File: config.mk
export PLATFORM = sky130hd
export DESIGN_NAME = vga_capture
export DESIGN_NICKNAME = d
export VERILOG_FILES = /design/src/rtl/vga_capture.sv
export SDC_FILE = /design/constraint.sdc
export NUM_CORES = 1
export LEC_CHECK = 0
export CORE_UTILIZATION = 55
export CTS_BUF_LIST = sky130_fd_sc_hd__clkbuf_16
export CTS_CLUSTER_SIZE = 40
export DETAILED_ROUTE_END_ITERATION = 8
export PLACE_DENSITY = 0.81
export SETUP_SLACK_MARGIN = 0.1
export SLEW_MARGIN = 0
export SYNTH_ARGS = -nofsm -noshare
export SYNTH_HDL_FRONTEND = slang
export SYNTH_SLANG_ARGS = --single-unit
File: constraint.sdc
create_clock -name clk -period 3.4 [get_ports clk]
set_input_delay 0.34 -clock clk [delete_from_list [all_inputs] [get_ports clk]]
set_output_delay 0.34 -clock clk [all_outputs]
set_load 0.05 [all_outputs]
File: src/rtl/vga_capture.sv
// VGA timing capture: recovers active-area pixel coordinates from the sync inputs,
// tracks timing lock, counts timing errors and the lit pixels of each locked frame.
module vga_capture #(
    parameter int H_TOTAL = 800,
    parameter int V_TOTAL = 525,
    parameter int H_START = 144,
    parameter int V_START = 35
) (
    input  logic        clk,
    input  logic        reset_n,
    input  logic        vga_h_sync,
    input  logic        vga_v_sync,
    input  logic        vga_r,
    input  logic        vga_g,
    input  logic        vga_b,
    output logic [9:0]  pix_x,
    output logic [9:0]  pix_y,
    output logic        pix_valid,
    output logic [2:0]  pix_rgb,
    output logic        frame_start,
    output logic        locked,
    output logic [7:0]  err_count,
    output logic [18:0] lit_count
);

    localparam logic [10:0] H_TOTAL_W = 11'(H_TOTAL);
    localparam logic [10:0] V_TOTAL_W = 11'(V_TOTAL);
    localparam logic [10:0] H_BEG_W   = 11'(H_START);
    localparam logic [10:0] H_END_W   = 11'(H_START) + 11'd640;
    localparam logic [10:0] V_BEG_W   = 11'(V_START);
    localparam logic [10:0] V_END_W   = 11'(V_START) + 11'd480;
    localparam logic [9:0]  H_OFS     = 10'(H_START);
    localparam logic [9:0]  V_OFS     = 10'(V_START);

    typedef enum logic [1:0] {
        UNLOCK = 2'd0,
        SYNC   = 2'd1,
        LOCK   = 2'd2
    } lock_state_t;

    logic        rst_meta_r;
    logic        rst_sync_r;
    logic        hs_r;
    logic        hs_d_r;
    logic        vs_r;
    logic        vs_d_r;
    logic [2:0]  rgb_r;
    logic [9:0]  hcnt_r;
    logic [9:0]  vcnt_r;
    logic        vs_pend_r;
    logic        seen_hs_r;
    logic        seen_fs_r;
    logic [18:0] acc_r;
    lock_state_t state_r;

    logic        hs_fall_s;
    logic        vs_fall_s;
    logic        vs_pend_s;
    logic        fstart_s;
    logic [9:0]  hcnt_s;
    logic [9:0]  vcnt_s;
    logic        line_err_s;
    logic        frame_err_s;
    logic        err_s;
    logic [1:0]  err_inc_s;
    logic [8:0]  err_sum_s;
    logic [7:0]  err_nxt_s;
    logic        lock_nxt_s;
    logic        in_win_s;
    logic        valid_s;
    logic        lit_pix_s;
    logic [9:0]  pix_x_s;
    logic [9:0]  pix_y_s;
    lock_state_t state_nxt_s;

    // Reset synchroniser: assertion is immediate, release waits for two clock edges
    always_ff @(posedge clk or negedge reset_n) begin
        if (!reset_n) begin
            rst_meta_r <= 1'b0;
            rst_sync_r <= 1'b0;
        end else begin
            rst_meta_r <= 1'b1;
            rst_sync_r <= rst_meta_r;
        end
    end

    // Input capture plus one extra stage of the syncs for edge detection
    always_ff @(posedge clk or negedge rst_sync_r) begin
        if (!rst_sync_r) begin
            hs_r   <= 1'b0;
            hs_d_r <= 1'b0;
            vs_r   <= 1'b0;
            vs_d_r <= 1'b0;
            rgb_r  <= 3'd0;
        end else begin
            hs_r   <= vga_h_sync;
            hs_d_r <= hs_r;
            vs_r   <= vga_v_sync;
            vs_d_r <= vs_r;
            rgb_r  <= {vga_r, vga_g, vga_b};
        end
    end

    // Timing counters, error detection and pixel window for the current captured sample
    always_comb begin
        hs_fall_s   = hs_d_r & ~hs_r;
        vs_fall_s   = vs_d_r & ~vs_r;
        // A vsync fall coinciding with an hsync fall starts the frame on that line
        vs_pend_s   = vs_pend_r | vs_fall_s;
        fstart_s    = hs_fall_s & vs_pend_s;
        hcnt_s      = hcnt_r;
        vcnt_s      = vcnt_r;
        if (hs_fall_s) begin
            hcnt_s = 10'd0;
        end else if (hcnt_r != 10'd1023) begin
            hcnt_s = hcnt_r + 10'd1;
        end else begin
            hcnt_s = hcnt_r;
        end
        if (fstart_s) begin
            vcnt_s = 10'd0;
        end else if (hs_fall_s && (vcnt_r != 10'd1023)) begin
            vcnt_s = vcnt_r + 10'd1;
        end else begin
            vcnt_s = vcnt_r;
        end
        line_err_s  = hs_fall_s & seen_hs_r & (({1'b0, hcnt_r} + 11'd1) != H_TOTAL_W);
        frame_err_s = fstart_s & seen_fs_r & (({1'b0, vcnt_r} + 11'd1) != V_TOTAL_W);
        err_s       = line_err_s | frame_err_s;
        err_inc_s   = {1'b0, line_err_s} + {1'b0, frame_err_s};
        err_sum_s   = {1'b0, err_count} + {7'd0, err_inc_s};
        err_nxt_s   = err_sum_s[8] ? 8'hFF : err_sum_s[7:0];
        in_win_s    = ({1'b0, hcnt_s} >= H_BEG_W) && ({1'b0, hcnt_s} < H_END_W) &&
                      ({1'b0, vcnt_s} >= V_BEG_W) && ({1'b0, vcnt_s} < V_END_W);
        pix_x_s     = hcnt_s - H_OFS;
        pix_y_s     = vcnt_s - V_OFS;
    end

    // Lock FSM next state; errors win over a coincident frame start
    always_comb begin
        state_nxt_s = state_r;
        case (state_r)
            UNLOCK: begin
                if (fstart_s) state_nxt_s = SYNC;
                else          state_nxt_s = UNLOCK;
            end
            SYNC: begin
                if (err_s)         state_nxt_s = UNLOCK;
                else if (fstart_s) state_nxt_s = LOCK;
                else               state_nxt_s = SYNC;
            end
            LOCK: begin
                if (err_s) state_nxt_s = UNLOCK;
                else       state_nxt_s = LOCK;
            end
            default: state_nxt_s = UNLOCK;
        endcase
        // Using the next state drops pix_valid in the same cycle that locked falls
        lock_nxt_s = (state_nxt_s == LOCK);
        valid_s    = lock_nxt_s & in_win_s;
        lit_pix_s  = valid_s & (rgb_r != 3'd0);
    end

    // Counter, frame bookkeeping and lock state registers
    always_ff @(posedge clk or negedge rst_sync_r) begin
        if (!rst_sync_r) begin
            hcnt_r    <= 10'd0;
            vcnt_r    <= 10'd0;
            vs_pend_r <= 1'b0;
            seen_hs_r <= 1'b0;
            seen_fs_r <= 1'b0;
            state_r   <= UNLOCK;
        end else begin
            hcnt_r    <= hcnt_s;
            vcnt_r    <= vcnt_s;
            vs_pend_r <= vs_pend_s & ~fstart_s;
            seen_hs_r <= seen_hs_r | hs_fall_s;
            seen_fs_r <= seen_fs_r | fstart_s;
            state_r   <= state_nxt_s;
        end
    end

    // Lit-pixel accumulator; only a frame that stayed locked to its end is published
    always_ff @(posedge clk or negedge rst_sync_r) begin
        if (!rst_sync_r) begin
            acc_r     <= 19'd0;
            lit_count <= 19'd0;
        end else begin
            if (fstart_s && (state_r == LOCK) && !err_s) begin
                lit_count <= acc_r;
            end else begin
                lit_count <= lit_count;
            end
            if (fstart_s || err_s) begin
                acc_r <= 19'd0;
            end else if (lit_pix_s) begin
                acc_r <= acc_r + 19'd1;
            end else begin
                acc_r <= acc_r;
            end
        end
    end

    // Registered outputs, one stage after the captured inputs
    always_ff @(posedge clk or negedge rst_sync_r) begin
        if (!rst_sync_r) begin
            pix_x       <= 10'd0;
            pix_y       <= 10'd0;
            pix_valid   <= 1'b0;
            pix_rgb     <= 3'd0;
            frame_start <= 1'b0;
            locked      <= 1'b0;
            err_count   <= 8'd0;
        end else begin
            pix_x       <= pix_x_s;
            pix_y       <= pix_y_s;
            pix_valid   <= valid_s;
            pix_rgb     <= rgb_r;
            frame_start <= fstart_s;
            locked      <= lock_nxt_s;
            err_count   <= err_nxt_s;
        end
    end

endmodule

### After elaboration in Yosys (flattened, before gate mapping)

Index checks and enable logic that the tools add are counted.

| operators by class | value |
|---|---|
| mux-type cells | 12 |
| eq/ne operators | 7 |
| $add $sub $neg | 9 |
| reductions and logical operators | 11 |
| magnitude comparators | 4 |
| bitwise logic cells | 17 |

Operators by type and width:

| operator | count |
|---|---|
| two-way mux 10 bit | 4 |
| two-way mux 19 bit | 2 |
| adder 10 x 1 -> 11 bit, second input constant | 2 |
| inequality test 11 x 10 -> 1 bit, second input constant | 2 |
| adder 10 x 1 -> 10 bit, second input constant | 2 |
| < comparator 10 bit, second input constant | 2 |
| inequality test 10 bit, second input constant | 2 |
| adder 19 x 1 -> 19 bit, second input constant | 1 |
| AND 1 bit | 10 |
| greater-or-equal comparator 10 x 6 -> 1 bit, second input constant | 1 |
| greater-or-equal comparator 10 x 8 -> 1 bit, second input constant | 1 |
| subtractor 10 x 6 -> 10 bit, second input constant | 1 |
| subtractor 10 x 8 -> 10 bit, second input constant | 1 |
| adder 8 x 2 -> 9 bit | 1 |
| two-way mux 8 bit | 1 |
| logical AND 1 bit | 6 |
| two-way mux 2 bit | 3 |
| case mux 2 bit (3 select lines) | 1 |
| == test 2 bit, second input constant | 2 |
| OR 1 bit | 4 |
| NOT 1 bit | 3 |
| nonzero test 3 bit | 1 |
| adder 1 x 1 -> 2 bit | 1 |
| == test 2 x 1 -> 1 bit, second input constant | 1 |
| 5 further kinds | 5 |

| storage, ports and cells | value |
|---|---|
| bits of input ports | 7 |
| output and inout port bits | 53 |
| register bits | 106 |
| logic and storage cells | 82 |

### Logic depth before layout (Yosys ltp)

Gate-level depths: netlist (run 1).

| logic depth | value |
|---|---|
| depth after elaboration | 14 |
| gate-level depth with buffers | 16 |
| gate-level depth less buffers | 14 |

### Worst setup path after synthesis (run 1)

Ideal clock, no wire load.

| timing path | value |
|---|---|
| path type | reg-to-reg |
| start point | reg vcnt_r[2] |
| end point | reg acc_r[8] |
| path buffers | 4 |
| period minus slack after synthesis | 3.188 ns |
| setup time | 0.132 ns |
| arrival time | 3.057 ns |
| data required time | 3.268 ns |
| slack | 0.212 ns |
| cell stages (with the launch flop) | 16 |
| cells stage by stage | dfrtp_1 -> buf_6 -> and4_1 -> buf_6 -> a31oi_4 -> xnor2_1 -> or2_2 -> inv_1 -> ha_1 -> nor4_2 -> and4b_1 -> o2111ai_2 -> buf_6 -> buf_6 -> o41ai_2 -> a21oi_1 |

| between the ends | value |
|---|---|
| longest elaborated chain between the ends | 10 |
| elaborated cells between the ends (all ways) | 22 |
| classes of those cells | add/sub (2); order compare (2); eq/ne (3); mux (6); bitwise (4); reduce/logical (5) |

Ends and longest elaborated chain:

| element | line | source |
|---|---|---|
| start: declaration | 49 | `logic [9:0] vcnt_r;` |
| start signal: assignment | 175 | `vcnt_r <= vcnt_s;` |
| inequality test 10 bit (*) | 122 | `end else if (hs_fall_s && (vcnt_r != 10'd1023)) begin` |
| logical AND 1 bit (*) | 122 |  |
| two-way mux 10 bit (*) | 122 |  |
| two-way mux 10 bit (*) | 120 | `if (fstart_s) begin` |
| net vcnt_s[0] | 61 | `logic [9:0] vcnt_s;` |
| greater-or-equal comparator 10 x 6 -> 1 bit | 134 | `({1'b0, vcnt_s} >= V_BEG_W) && ({1'b0, vcnt_s} < V_END_W);` |
| logical AND 1 bit | 133 | `in_win_s = ({1'b0, hcnt_s} >= H_BEG_W) && ({1'b0, hcnt_s} < H_END_W) &&` |
| logical AND 1 bit (*) | 134 |  |
| AND 1 bit (*) | 160 | `valid_s = lock_nxt_s & in_win_s;` |
| AND 1 bit (*) | 161 | `lit_pix_s = valid_s & (rgb_r != 3'd0);` |
| nonzero test 2 bit (no source line) (*) | -- |  |
| end signal: assignment | 197 | `acc_r <= acc_r + 19'd1;` |
| end signal: assignment | 199 | `acc_r <= acc_r;` |
| end: declaration | 53 | `logic [18:0] acc_r;` |

The timed path passes the listed nets; every way through them passes the cells marked *.
A chain may end at the register's enable or synchronous reset.

### Worst setup path in the final report (run 1)

| timing path | value |
|---|---|
| start point | reg vcnt_r[0] |
| end point | reg acc_r[6] |

| between the ends | value |
|---|---|
| longest elaborated chain between the ends | 10 |
| elaborated cells between the ends (all ways) | 22 |
| classes of those cells | add/sub (2); order compare (2); eq/ne (3); mux (6); bitwise (4); reduce/logical (5) |

Ends and longest elaborated chain:

| element | line | source |
|---|---|---|
| branches (longest 2 deep; another with adder 10 x 1 -> 10 bit) | -- |  |
| two-way mux 10 bit (*) | 122 |  |
| two-way mux 10 bit (*) | 120 |  |
| net vcnt_s[8] | 61 |  |
| greater-or-equal comparator 10 x 6 -> 1 bit | 134 |  |
| logical AND 1 bit | 133 |  |
| logical AND 1 bit (*) | 134 |  |
| AND 1 bit (*) | 160 |  |
| net valid_s | 70 | `logic valid_s;` |
| AND 1 bit (*) | 161 |  |
| nonzero test 2 bit (no source line) (*) | -- |  |

Mark *: on every way through the listed nets, which the timed path passes.

==> results of run 1 <==
how the worst min path moves through the flow:
stage                     slack, ns              endpoint  depth (start not counted)            startpoint
after detailed placement       0.35  rst_sync_r$_DFF_PN0_                          0  rst_meta_r$_DFF_PN0_
after global placement         0.34  rst_sync_r$_DFF_PN0_                          0  rst_meta_r$_DFF_PN0_
after floorplan                0.04  rst_meta_r$_DFF_PN0_                          0               reset_n
after CTS                      0.14  rst_meta_r$_DFF_PN0_                          1               reset_n
final                          0.15  rst_sync_r$_DFF_PN0_                          1               reset_n
after global routing           0.14  rst_sync_r$_DFF_PN0_                          1               reset_n
cells by family after synthesis:
group                      synth area share [%]
other                                   0.07395
DFF                                       50.33
and+or+nand+nor                           20.97
AOI/OAI and AO/OA                         14.11
adders and majority gates                 2.369
buffers and inverters                     4.244
xor gates and xnor gates                  3.109
muxes                                     4.787
worst max-delay path: stages, from the launching register on:
cell	delay, ns
dfrtp_1	0.48
ha_1	0.26
buf_4	0.18
and3b_1	0.28
a41oi_1	0.19
a211oi_2	0.31
nor3_2	0.10
o22ai_1	0.27
o2111ai_4	0.21
inv_2	0.16
a21oi_4	0.08
buf_12	0.14
a221o_1	0.36
synthesized netlist by cell type (5+ instances only):
cell | count | area, um^2
xnor2_1 | 11 | 96.34
and3_1 | 9 | 56.30
nor2_1 | 25 | 93.84
a221o_1 | 13 | 130.1
nor2b_1 | 6 | 37.54
and2_1 | 7 | 43.79
ha_1 | 8 | 100.1
buf_6 | 5 | 56.30
xor2_1 | 7 | 61.31
inv_1 | 13 | 48.80
a21oi_1 | 19 | 95.09
a31oi_1 | 5 | 31.28
dfrtp_1 | 102 | 2552
nand2_1 | 43 | 161.4
o31ai_1 | 5 | 37.54
nand2b_1 | 8 | 50.05
nor4_1 | 11 | 68.82
buf_2 | 10 | 50.05
nor3_1 | 16 | 80.08
o21ai_0 | 11 | 55.05
or3_1 | 5 | 31.28
nand3_1 | 25 | 125.1
mux2_2 | 18 | 202.7
clkbuf_1 | 6 | 22.52
state kept, by name, indices dropped and copies added (netlist names), 2 cells and up:
register   flops
state_r        2
err_count      8
pix_rgb        3
vcnt_r        10
acc_r         19
rgb_r          3
pix_y         10
hcnt_r         6
pix_x         10
lit_count     19
metal layers:
layer | global-route usage (%) | wire length [um]
met2 | 40.41 | 5553
met1 | 33.88 | 5023
met4 | 11.54 | 234
met3 | 5.727 | 587
met5 | 0 | 0
power breakdown:
part	switching [mW]	internal (mW)
Combinational	0.708	0.418
Sequential	0.119	1.34
Clock	0.460	0.648
area by class of cell:
| cell class | instances | area, um^2 | area share, % |
|---|---|---|---|
| repair buffers | 93 | 858.3 | 13.67 |
| multi-input cells | 328 | 2351 | 37.45 |
| well taps | 108 | 135.1 | 2.152 |
| flip-flops and latches | 102 | 2556 | 40.71 |
| clock buffers | 9 | 225.2 | 3.587 |
| inverters | 15 | 56.30 | 0.8968 |
| clock inverters | 7 | 96.34 | 1.534 |
through the flow:
step | utilization [%] | hold WS (ns) | setup slack, ns
CTS | 70.74 | 0.1434 | 0.1022
finish | 71.30 | 0.1491 | 0.2524
global placement | 66.68 | 0.3377 | 0.07865
global route | 71.30 | 0.1419 | 0.08460
detailed placement | 66.68 | 0.3459 | 0.04376
floorplan | - | 0.04441 | 0.2117
placed cells by master, fill, tap and decap left out, types with 8 or more instances in the layout:
cell type / netlist / routed
dfrtp_1: 102 / 101
clkdlybuf4s50_1: 0 / 59
nand2_1: 43 / 43
buf_4: 4 / 33
nand3_1: 25 / 25
nor2_1: 25 / 25
a21oi_1: 19 / 18
mux2_2: 18 / 18
nor3_1: 16 / 15
inv_1: 13 / 14
a221o_1: 13 / 13
xnor2_1: 11 / 11
nor4_1: 11 / 11
and3_1: 9 / 9
o21ai_0: 11 / 9
clkbuf_16: 0 / 9
nand2b_1: 8 / 8
ha_1: 8 / 8
timing repair:
| action | CTS | global route |
|---|---|---|
| gates resized for setup | 3 | 6 |
| endpoints found under the hold margin | 0 | 0 |
| buffers inserted | 2 | 2 |
| pin swaps | 1 | 3 |
| setup endpoints to repair | 16 | 19 |
==> metrics.md, run 1 <==
| Metric | Value |
|---|---|
| Vias in the first global route | `around 4000` |
| Pin count of the biggest net entering global routing | `55` |
| Critical Path End | `acc_r[6]$_DFFE_PN0P_` |
| Clock buffer depth | `2` |
| Slew Viols, Final | `0` |
| Core area | `8806 um^2` |
| Via count | `4017` |
| Tot GR Track Use | `approximately 26%` |
| Total power | `3.696 mW` |
| Hold_buf cts | `0` |
| Final instance area | `6279 um^2` |
| Pwr dens | `588.7 nW/um^2` |
| Number of flops mapped to enable cells by yosys | `0` |
| Netlist cell types | `70` |
| DP Wirelength | `7777 um` |
| Port bufs | `59` |
| MaxCap Viol Count | `0` |
| Vias per inst | `between 6 and 7` |
| VDD IR max | `0.4434 mV` |
| CP endpoint kind | `flop` |
| Share of layout cells above drive strength 1 | `17.33%` |
| Lkg Pwr | `about 2.7 nW` |
| First-pass GRT wire length | `19530 um` |
| Synth Flop Type | `dfrtp_1` |
| CTS root buffer | `clkbuf_16` |
| Setup TNS | `0 ns` |
| Hold Vio Cnt, Final | `0` |
| Post-route DRC violation count | `3` |
| Num CTS Buffers | `9` |
| Remaining Overflow, GRT | `0` |
| Reg2Reg Setup Slack | `between 0.2 and 0.3 ns` |
| DR WL/cell | `between 15 and 20 um` |
| Syn Area/Cell | `10.79 um^2` |
| Area grow syn2layout | `23.81%` |
| Crit start category | `flop` |
| Clock latency at the later pin of the worst-skew pair | `0.35 ns` |
| Flops & latches, synth | `102` |
| Yosys warns | `0` |
| Outcome | `finished, violations left` |
| Iteration-0 DRC Markers | `~280` |
| Max-slew headroom | `54.14%` |
| # nets final | `between 500 and 600` |
| Chip Width | `between 90 and 100 um` |
| Fill count | `621` |
| CTS tree | `done` |
| RR Startpoint | `vcnt_r[0]$_DFF_PN0_` |
| Layout Cells excl Fill | `662` |
| Routability cong. | `0.9337` |
| Critical Path AT | `3.37 ns` |
| Die H | `98.02 um` |
| Number of nets with antenna violations after routing | `0` |
| Crit Path Class | `reg2reg` |
| Antenna violations before repair | `0` |
| F_max | `317.7 MHz` |
| Htree depth | `3` |
| Critical path data required time | `3.63 ns` |
| Hold Path Class | `in2async` |
| Clock slew seen by the registers of the worst setup and hold paths | `~0.07 ns` |
| Max Clock Skew | `0.01019 ns` |
| CTS sink count | `102` |
| IO Count | `60` |
| CP max FO | `10` |
| Cell count after placement | `approximately 640` |
| Violated checks | `DRC` |
| Antenna Cells | `0` |
| Die ar. | `9608 um^2` |
| Post-synth design cell area | `roughly 5100 um^2` |
| Synth async-reset ratio | `100.0%` |
| Final worst path period share | `92.58%` |
| Rows | `34` |
| DR pass1 iterations | `6` |
| Syn_nets | `roughly 490` |
| RSZ-0062 raised after global routing | `false` |
| Worst Setup SP | `vcnt_r[0]$_DFF_PN0_` |
| Endpoints failing setup | `0` |
| Least-Margin Pin Slew | `0.6879 ns` |
| Area after DPL | `5872 um^2` |
| Sequential share of the synthesized area | `50.33%` |
| Minimum clock period | `3.148 ns` |
| Reg2reg end | `acc_r[6]$_DFFE_PN0P_` |
| Final wirelength | `11400 um` |
| Cells after Synth | `470` |
| Worst reg-to-reg path cell count | `12` |
| Initial Util | `between 50% and 60%` |
Note: power is estimated with default switching activity, not from simulation.
==> run 2: changes to the inputs <==
CAP_MARGIN = 40   (was default)
==> results of run 2 <==
No change in the layout: final DEF, timing and power equal those of run 1.
==> run 3: changes to the inputs <==
CORE_UTILIZATION = 51   (was 55)
GPL_TIMING_DRIVEN = 0   (was default)
PLACE_DENSITY = 0.79   (was 0.81)
clock period = 2.8 ns   (was 3.4 ns; I/O delays follow)
==> metrics.md, run 3 (synthesized netlist as in run 1, its figures left out) <==
| Metric | Value |
|---|---|
| Share of layout cells above drive strength 1 | `28.42%` |
| Antenna Cells | `0` |
| Minimum clock period | `3.079 ns` |
| Vias per inst | `a little under 6` |
| F_max | `324.8 MHz` |
| Internal power | `2.945 mW` |
| Clock slew seen by the registers of the worst setup and hold paths | `0.07 ns` |
| CTS tree | `done` |
| VDD IR max | `0.4988 mV` |
| Crit Path Class | `reg2reg` |
| Multi-input gate area | `approximately 2700 um^2` |
| CTS sink count | `102` |
| Htree depth | `3` |
| Final wirelength | `11920 um` |
| Antenna violations before repair | `0` |
| Rows | `36` |
| Violated checks | `setup timing` |
| Clock power share | `27.2%` |
| Clock buffer depth | `2` |
| Combinational Power Share | `33.5%` |
| Number of nets with antenna violations after routing | `0` |
| Hold Vio Cnt, Final | `0` |
| Lkg Pwr | `2.818 nW` |
| Area after DPL | `5884 um^2` |
| Post-route setup slack | `-0.2789 ns` |
| Initial Util | `roughly 52%` |
| Crit start category | `flop` |
| # nets final | `588` |
| Core area | `9684 um^2` |
| Commonest non-fill, non-tap cell in the layout | `dfrtp_1` |
| Slowest-stage cell, CP | `dfrtp_2` |
| Die ar. | `10350 um^2` |
| CTS root buffer | `clkbuf_16` |
| Final worst path period share | `110.0%` |
| Slew Viols, Final | `0` |
| Tot GR Track Use | `between 20% and 30%` |
| Registers with the most flip-flops | `acc_r (19), lit_count (19)` |
| Die H | `101.7 um` |
| Reg area | `2566 um^2` |
| Critical Path AT | `~3.4 ns` |
| Max-slew headroom | `34.49%` |
| Psw | `1.597 mW` |
| WHS | `0.08248 ns` |
| DR pass1 iterations | `5` |
| Sw Ratio | `a little over a third` |
| Worst reg-to-reg path cell count | `16` |
| CP peak stage delay | `0.43 ns` |
| DP Wirelength | `about 7200 um` |
| Cell count after placement | `663` |
| Outcome | `finished, violations left` |
| Worst Setup SP | `pix_x[0]$_DFF_PN0_` |
| Pwr dens | `666.1 nW/um^2` |
| Max Clock Skew | `0.007119 ns` |
| Chip Width | `a little over 100 um` |
| Area grow syn2layout | `34.47%` |
| Via count | `around 4000` |
| Critical path data required time | `3.08 ns` |
| IO Count | `60` |
| Vias in the first global route | `3790` |
| Pin count of the biggest net entering global routing | `61` |
| CP cell instances | `ha_2 > and2_1 > buf_4 > o21ai_4 > o21ai_1 > a21oi_2 > inv_1 > ha_2 > nand4_1 > a21oi_1 > o21ai_2 > o2111ai_4 > buf_6 > buf_4 > nor4_4 > a221o_1` |
| Remaining Overflow, GRT | `0` |
| Post-route DRC violation count | `0` |
| Hold_buf cts | `0` |
| Least-Margin Pin Slew | `0.9827 ns` |
| Final instance area | `6819 um^2` |
| First-pass GRT wire length | `18980 um` |
| CP max FO | `7` |
| Pre-CTS setup slack | `-0.6591 ns` |
| Routability cong. | `around 0.9` |
| DR WL/cell | `roughly 17 um` |
| RSZ-0062 raised after global routing | `true` |
| Layout Cells excl Fill | `710` |
| Most frequent cells in the layout | `dfrtp_1, clkdlybuf4s50_1, nand2_1` |
| Fill count | `689` |
| Sequential cell fraction of total power | `39.3%` |
| Clock latency at the later pin of the worst-skew pair | `0.35 ns` |
| Port bufs | `59` |
| Iteration-0 DRC Markers | `299` |
| RR Startpoint | `pix_x[0]$_DFF_PN0_` |
| MaxCap Viol Count | `0` |
| Endpoints failing setup | `19` |
| Num CTS Buffers | `9` |
| CP endpoint kind | `flop` |
| Hold Path Class | `in2async` |
| Total power | `4.542 mW` |
-- run 3: cell types whose count changed in the layout (fill, tap and decap cells not counted), moves of 5 or more --
cell / change
buf_6: +14
dfrtp_1: -8
dfrtp_2: +8
nor4_1: -6
ha_1: -5
-- run 3: power by group through the flow --
| stage | Clock (mW) | Sequential, mW | Combinational, mW |
|---|---|---|---|
| 2_1_floorplan | 0 | 2.14 | 0.597 |
| 3_3_place_gp | 0 | 1.82 | 1.27 |
| 3_5_place_dp | 0 | 1.81 | 1.31 |
| 4_1_cts | 1.25 | 1.78 | 1.44 |
| 5_1_grt | 1.32 | 1.81 | 1.63 |
| 6_report | 1.23 | 1.79 | 1.52 |
-- run 3: path summary, 6_finish.rpt --
| path | slack [ns] | to |
|---|---|---|
| max in group asynchronous | 1.68 | vcnt_r[0]$_DFF_PN0_ |
| min in group clk | 0.35 | rst_sync_r$_DFF_PN0_ |
| setup / recovery | -0.28 | acc_r[3]$_DFFE_PN0P_ |
| setup reg to reg | -0.28 | acc_r[3]$_DFFE_PN0P_ |
| hold / removal | 0.08 | rst_sync_r$_DFF_PN0_ |
| hold reg to reg | 0.35 | rst_sync_r$_DFF_PN0_ |
-- run 3: what timing repair did --
action	4_1_cts	5_1_grt
resized for setup	63	38
cloned	2	0
pin swaps	28	23
setup buffers	17	12
endpoints found under the setup margin	46	44
-- run 3: final cells by class --
| class | instances | area share, % |
|---|---|---|
| well taps | 133 | 2.440 |
| flip-flops and latches | 102 | 37.63 |
| clock inverters | 7 | 0.9908 |
| multi-input cells | 328 | 38.97 |
| clock buffers | 9 | 3.303 |
| repair buffers | 91 | 12.83 |
| inverters | 15 | 0.8624 |
| plain buffers | 25 | 2.972 |
-- run 3: routing by layer --
metal  track usage (%)  vias to the layer above  wire, um
met2             37.42                      148      5719
li1                  -                     1929         -
met4             10.03                        0       257
met3             4.624                       29       703
met5                 0                        -         0
met1             33.03                     2009      5239
-- run 3: stage by stage --
stage	util, %	setup TNS [ns]
after floorplan	-	-1.424
after global placement	60.53	-12.57
after detailed placement	60.76	-16.06
after CTS	68.07	-5.160
after global routing	70.41	-6.742
final	70.41	-3.837
-- run 3: worst max-delay path, delay by kind of cell (launching register included) --
| family | cells | cell delay [ns] |
|---|---|---|
| AOI/OAI and AO/OA | 7 | 1.06 |
| buffers and inverters | 4 | 0.60 |
| and+or+nand+nor | 3 | 0.48 |
| adders and majority gates | 2 | 0.44 |
| DFF | 1 | 0.43 |
